===== src/rtl/axi_txn_latency_monitor.sv =====
// Passive AXI transaction latency monitor: timestamps issued read/write addresses per ID and
// accumulates completion latency statistics, outstanding depth and protocol anomaly flags.
module axi_txn_latency_monitor #(
  parameter int unsigned ID_WIDTH  = 5,
  parameter int unsigned TS_WIDTH  = 32,
  parameter int unsigned LAT_WIDTH = 16,
  parameter int unsigned SUM_WIDTH = 48
) (
  input  logic                 clk,
  input  logic                 rst,
  input  logic                 clear,
  input  logic                 tt_arvalid,
  input  logic [ID_WIDTH-1:0]  tt_arid,
  input  logic                 tt_rlast,
  input  logic [ID_WIDTH-1:0]  tt_rid,
  input  logic                 tt_awvalid,
  input  logic [ID_WIDTH-1:0]  tt_awid,
  input  logic                 tt_bvalid,
  input  logic [ID_WIDTH-1:0]  tt_bid,
  output logic [31:0]          rd_count,
  output logic [31:0]          wr_count,
  output logic [SUM_WIDTH-1:0] rd_lat_sum,
  output logic [SUM_WIDTH-1:0] wr_lat_sum,
  output logic [LAT_WIDTH-1:0] rd_lat_min,
  output logic [LAT_WIDTH-1:0] wr_lat_min,
  output logic [LAT_WIDTH-1:0] rd_lat_max,
  output logic [LAT_WIDTH-1:0] wr_lat_max,
  output logic [ID_WIDTH:0]    rd_outstanding,
  output logic [ID_WIDTH:0]    wr_outstanding,
  output logic [1:0]           err_id_reuse,
  output logic [1:0]           err_orphan,
  output logic                 monitor_idle
);

  localparam int unsigned Depth = 2 ** ID_WIDTH;
  localparam int unsigned OutW  = ID_WIDTH + 1;

  logic [TS_WIDTH-1:0] ts_q;

  always_ff @(posedge clk or posedge rst) begin
    if (rst) begin
      ts_q <= '0;
    end else if (clear) begin
      ts_q <= '0;
    end else begin
      ts_q <= ts_q + 1'b1;
    end
  end

  // Index 0 is the read direction, index 1 the write direction.
  logic [1:0]                iss, cmp;
  logic [1:0][ID_WIDTH-1:0]  iss_id, cmp_id;
  logic [1:0][31:0]          count;
  logic [1:0][SUM_WIDTH-1:0] lat_sum;
  logic [1:0][LAT_WIDTH-1:0] lat_min, lat_max;
  logic [1:0][OutW-1:0]      outstanding;
  logic [1:0]                reuse, orphan;

  assign iss    = {tt_awvalid, tt_arvalid};
  assign cmp    = {tt_bvalid, tt_rlast};
  assign iss_id = {tt_awid, tt_arid};
  assign cmp_id = {tt_bid, tt_rid};

  for (genvar d = 0; d < 2; d++) begin : g_dir
    logic [Depth-1:0]     valid_q, valid_d;
    logic [TS_WIDTH-1:0]  ts_tab_q [Depth];
    logic                 same_id, hit, orphan_ev, reuse_ev, open_ev;
    logic [TS_WIDTH-1:0]  lat_full;
    logic [LAT_WIDTH-1:0] lat_sat;
    logic [32:0]          count_inc;
    logic [SUM_WIDTH:0]   sum_inc;
    logic [31:0]          count_q;
    logic [SUM_WIDTH-1:0] sum_q;
    logic [LAT_WIDTH-1:0] min_q, max_q;
    logic [OutW-1:0]      out_q;
    logic                 reuse_q, orphan_q;

    always_comb begin
      same_id   = (iss_id[d] == cmp_id[d]);
      hit       = ~clear & cmp[d] & valid_q[cmp_id[d]];
      orphan_ev = ~clear & cmp[d] & ~valid_q[cmp_id[d]];
      // A same-cycle completion on the same ID frees the entry before the issue reuses it.
      reuse_ev  = ~clear & iss[d] & valid_q[iss_id[d]] & ~(cmp[d] & same_id);
      open_ev   = ~clear & iss[d] & (~valid_q[iss_id[d]] | (cmp[d] & same_id));
      lat_full  = ts_q - ts_tab_q[cmp_id[d]];
      lat_sat   = (lat_full > TS_WIDTH'({LAT_WIDTH{1'b1}})) ? '1 : lat_full[LAT_WIDTH-1:0];
      count_inc = {1'b0, count_q} + 33'd1;
      sum_inc   = {1'b0, sum_q} + (SUM_WIDTH + 1)'(lat_full);
      valid_d   = valid_q;
      if (hit) valid_d[cmp_id[d]] = 1'b0;
      if (~clear & iss[d]) valid_d[iss_id[d]] = 1'b1;
    end

    always_ff @(posedge clk or posedge rst) begin
      if (rst) begin
        valid_q  <= '0;
        count_q  <= '0;
        sum_q    <= '0;
        min_q    <= '1;
        max_q    <= '0;
        out_q    <= '0;
        reuse_q  <= 1'b0;
        orphan_q <= 1'b0;
      end else if (clear) begin
        valid_q  <= '0;
        count_q  <= '0;
        sum_q    <= '0;
        min_q    <= '1;
        max_q    <= '0;
        out_q    <= '0;
        reuse_q  <= 1'b0;
        orphan_q <= 1'b0;
      end else begin
        valid_q <= valid_d;
        if (hit) begin
          count_q <= count_inc[32] ? '1 : count_inc[31:0];
          sum_q   <= sum_inc[SUM_WIDTH] ? '1 : sum_inc[SUM_WIDTH-1:0];
          if (lat_sat < min_q) min_q <= lat_sat;
          if (lat_sat > max_q) max_q <= lat_sat;
        end
        if (open_ev && !hit) begin
          out_q <= out_q + OutW'(1);
        end else if (!open_ev && hit) begin
          out_q <= out_q - OutW'(1);
        end
        if (reuse_ev)  reuse_q  <= 1'b1;
        if (orphan_ev) orphan_q <= 1'b1;
      end
    end

    // Timestamps are only meaningful while the matching valid bit is set, so no reset.
    always_ff @(posedge clk) begin
      if (~clear & iss[d]) ts_tab_q[iss_id[d]] <= ts_q;
    end

    assign count[d]       = count_q;
    assign lat_sum[d]     = sum_q;
    assign lat_min[d]     = min_q;
    assign lat_max[d]     = max_q;
    assign outstanding[d] = out_q;
    assign reuse[d]       = reuse_q;
    assign orphan[d]      = orphan_q;
  end

  assign rd_count       = count[0];
  assign wr_count       = count[1];
  assign rd_lat_sum     = lat_sum[0];
  assign wr_lat_sum     = lat_sum[1];
  assign rd_lat_min     = lat_min[0];
  assign wr_lat_min     = lat_min[1];
  assign rd_lat_max     = lat_max[0];
  assign wr_lat_max     = lat_max[1];
  assign rd_outstanding = outstanding[0];
  assign wr_outstanding = outstanding[1];
  assign err_id_reuse   = reuse;
  assign err_orphan     = orphan;
  assign monitor_idle   = (outstanding[0] == '0) && (outstanding[1] == '0);

endmodule


===== config.mk =====
export PLATFORM = sky130hd
export DESIGN_NAME = axi_txn_latency_monitor
export DESIGN_NICKNAME = d
export VERILOG_FILES = /design/src/rtl/axi_txn_latency_monitor.sv
export SDC_FILE = /design/constraint.sdc
export NUM_CORES = 2
export LEC_CHECK = 0
export BUFFER_PORTS_ARGS = -buffer_cell sky130_fd_sc_hd__buf_2
export CAP_MARGIN = 20
export CORE_MARGIN = 4
export CORE_UTILIZATION = 56
export DETAILED_ROUTE_END_ITERATION = 8
export GPL_ROUTABILITY_DRIVEN = 0
export PLACE_DENSITY = 0.77
export SETUP_SLACK_MARGIN = 0.2
export SYNTH_ARGS = -nofsm -noshare
export SYNTH_HDL_FRONTEND = slang
export SYNTH_SLANG_ARGS = --single-unit
export TNS_END_PERCENT = 1

===== constraint.sdc =====
create_clock -name clk -period 11.8 [get_ports clk]
set_clock_uncertainty 0.2 [all_clocks]
set_input_delay 2.95 -clock clk [delete_from_list [all_inputs] [get_ports clk]]
set_output_delay 2.95 -clock clk [all_outputs]
set_load 0.005 [all_outputs]

==> results.py <==
metrics = {
    "placement": {
        "dp_hpwl_mm": 172,
        "dp_cells": 8662,
        "io_buffers": 267,
        "pre_cts_ws_ns": -0.0687,
    },
    "global_routing": {
        "grt_max_degree": 162,
        "use_met2_pct": 48.5,
        "grt_antenna_before_repair": 21,
        "grt_pass1_wl_mm": 440,
        "use_met1_pct": 42.5,
        "grtUsageTotal_pct": 31.7,
        "grt_pass1_vias": 62900,
        "grtUsageMet3_pct": 9.17,
        "grt_overflow_total": 0,
        "grt.busiest_layer": "met2",
    },
    "power": {
        "ir_drop_mv": 0.125,
        "power_frac_clock_pct": 40.7,
        "cellLeakagePower_nw": 41.3,
        "power.switching_mw": 3.98,
        "p_seq_share_pct": 52.4,
        "power_mw": 17.4,
        "power.internal_mw": 13.5,
        "swShare_pct": 22.8,
        "comb_power_share_pct": 6.9,
        "power_density_nw_per_um2": 152,
    },
    "sta": {
        "min_period_ns": 10.93,
        "tightest_slew_ns": 1.13,
        "max_freq_mhz": 91.5,
        "final.setup.worst_slack_ns": 0.872,
        "fin_crit_sh_pct": 92.6,
        "setup_viol": 0,
        "max-slew-margin-rel_pct": 24.8,
        "final-hold-violation-count": 0,
        "rsz0062_at_grt": "false",
        "slew_violations": 0,
        "setup_tns_ns": 0,
    },
    "synthesis": {
        "syn_area_per_cell_um2": 16.8,
        "synth_cell_types": 100,
        "yosysTopAreaCell": "edfxtp_1",
        "yosysWarnings": 0,
        "synth.most_common_cell": "edfxtp_1",
        "syn_area_um2": 102000,
        "synth-async-reset-ratio_pct": 14.1,
        "synth_top_area_share_pct": 60.2,
        "synthesis.nets": 6311,
        "synth_common_cells": "2048 x edfxtp_1, 539 x mux4_2, 304 x dfrtp_1",
        "synth-main-ff-cell": "edfxtp_1",
        "ys_ff_latch": 2384,
        "syn_inst": 6081,
        "seq_area_frac_synth_pct": 68.5,
        "synth_area_leaders": "edfxtp_1 60%, mux4_2 12%, dfrtp_1 7.5%, ha_1 2.4%, a22oi_1 1.6%",
        "synth_edf_count": 2048,
    },
    "run": {
        "drv_cap": 0,
    },
    "route": {
        "routed_wl_mm": 302,
        "ant_nets": 0,
        "routedWlPerCell_um": 33.3,
        "via_count": 63700,
        "drtIter0Drc": 10500,
        "viasPerCell": 7.02,
        "route.detailed.drc": 0,
        "drt_first_pass_iters": 7,
    },
    "setup_path": {
        "cp-end-kind": "flip-flop",
        "worst_setup_path_start_kind": "input pin",
        "cp_num_buf_inv": 5,
        "crit_end": "wr_lat_max[8]",
        "r2r_slack_ns": 3.24,
        "path_max_fanout": 27,
        "criticalPathCategory": "input pin to flip-flop",
        "max_stage_delay_ns": 0.57,
        "cp_common_cell": "a21o_1",
        "crit_start": "tt_bid[0]",
        "cp.arrival_ns": 11.53,
        "worstPathRequired_ns": 12.40,
        "cp_top_family": "compound AO/OA/AOI/OAI gates",
        "reg2regPathDepth": 30,
        "r2r_start": "g_dir[1].ts_tab_q[15][17]",
        "path_depth": 32,
        "worstReg2RegEnd": "wr_lat_max[8]",
        "cpMaxStageDelayCell": "mux4_2",
    },
    "cells_and_area": {
        "multi_input_area_um2": 30300,
        "final_cells": 9082,
        "n_fill_cell": 12000,
        "seq_area_um2": 70000,
        "area_growth_pct": 12.6,
        "final_nets": 6742,
        "drive_above_1_share_pct": 23.7,
    },
    "floorplanning": {
        "rows": 156,
        "die_x_um": 435,
        "die-area_um2": 189000,
        "initial_core_util_pct": 56.4,
        "io_pins": 268,
        "core_area_um2": 181000,
        "die_y_um": 435,
    },
    "clocking": {
        "htree_num_levels": 4,
        "worstSkewPairLatency_ns": 0.89,
        "cts_hold_buf": 0,
        "clk_pin_slew_ns": 0.06,
        "cts_tree": "done",
        "cts_sinks": 2384,
        "cts_buffer_depth": 3,
        "cts_root_buffer": "clkbuf_16",
        "cts_made_buffers": 215,
    },
    "min_path": {
        "hp-class": "flip-flop to flip-flop",
    },
    "status": {
        "outcome": "finished clean",
    },
}
==> stage by stage <==
step / hold WS [ns] / util (%) / area [um2]
2_1_floorplan: 0.264 / - / 102000
4_1_cts: 0.298 / 63.5 / 115000
3_3_place_gp: 0.273 / 59.5 / 108000
6_report: 0.294 / 63.5 / 115000
3_5_place_dp: 0.283 / 59.5 / 108000
5_1_grt: 0.349 / 63.5 / 115000
==> state kept, by name, summed over array words and instances, names as in the netlist, 32 cells and up <==
| register | flops |
|---|---|
| g_dir.ts_tab_q | 2048 |
| g_dir.valid_q | 64 |
| wr_count | 32 |
| rd_lat_sum | 48 |
| wr_lat_sum | 48 |
| rd_count | 32 |
| ts_q | 32 |
==> cell usage in the layout (no fill, tap or decap), types with 46 or more instances in the layout <==
cell type / netlist / layout
buf_2: 12 / 262
ha_1: 197 / 197
a21oi_1: 227 / 227
nand4_1: 56 / 56
dfrtp_1: 304 / 272
buf_4: 6 / 216
and3_1: 94 / 93
xor2_1: 79 / 79
edfxtp_1: 2048 / 2048
a21o_1: 105 / 105
o21ai_0: 176 / 176
clkbuf_16: 0 / 217
nor2_1: 270 / 263
mux4_2: 539 / 539
nor3_1: 63 / 60
nand3_1: 103 / 103
xnor2_1: 76 / 76
a31oi_1: 51 / 51
inv_1: 189 / 123
mux2i_1: 51 / 51
a211oi_1: 46 / 46
a22oi_1: 215 / 215
nand2_1: 273 / 273
inv_2: 0 / 56
clkinv_1: 0 / 56
==> worst reg2reg max path: cells and delay by family, from the launching register on <==
kind | cells | cell delay (ns)
AO/OA/AOI/OAI | 16 | 3.96
adder cells (fa/ha/maj) | 2 | 0.62
buffers and inverters | 2 | 0.45
flip-flops | 1 | 0.38
multiplexers | 1 | 0.50
AND/OR/NAND/NOR | 9 | 2.40
==> layout make-up <==
| class | instances | area share, % |
|---|---|---|
| Antenna cell | 15 | 0.0327 |
| Sequential cell | 2384 | 60.9 |
| Inverter | 189 | 0.621 |
| Clock inverter | 141 | 1.32 |
| Timing Repair Buffer | 522 | 3.31 |
| Tap cell | 2370 | 2.58 |
| Multi-Input combinational cell | 3200 | 26.4 |
| Clock buffer | 261 | 4.88 |
==> what timing repair did <==
item / in CTS / in global routing
gates resized for setup: 0 / 2
buffers inserted: 0 / 0
endpoints found under the setup margin: 0 / 10
==> routing by layer <==
metal  vias to the layer above  wire length (um)  part of all wire [%]
met5                         -                41                 0.014
met4                         6             16600                   5.5
met3                       934             45400                    15
met2                      5490            138000                    46
met1                     31900            103000                    34
li1                      25400                 -                     -
==> cells by family (layout without fill, tap and decap cells) <==
family                     count (synthesis)  after routing  share of synthesized area, %
AOI/OAI and AO/OA                       1124           1124                          7.59
and+or+nand+nor                         1108           1108                          5.49
DFF                                     2384           2384                          68.5
buffers and inverters                    497           1113                          1.90
other                                      0             15                             0
adders and majority gates                203            203                          2.53
xor gates and xnor gates                 155            155                          1.33
muxes                                    610            610                          12.6
==> power by group through the flow <==
stage	Combinational, mW	Clock, mW	Sequential (mW)
5_1_grt	1.27	7.52	9.14
3_3_place_gp	1.13	0	9.31
2_1_floorplan	0.767	0	9.30
6_report	1.20	7.11	9.14
4_1_cts	1.17	7.12	9.14
3_5_place_dp	1.15	0	9.32
==> how the worst min path moves through the flow <==
stage,startpoint,end,cells past startpoint
floorplan,g_dir[0].orphan_q,g_dir[0].orphan_q,2
global placement,g_dir[0].orphan_q,g_dir[0].orphan_q,2
detailed placement,g_dir[1].reuse_q,g_dir[1].reuse_q,2
CTS,g_dir[1].reuse_q,g_dir[1].reuse_q,2
global route,g_dir[1].orphan_q,g_dir[1].orphan_q,2
finish,g_dir[1].reuse_q,g_dir[1].reuse_q,2
Power figures use the tool's default switching activity.
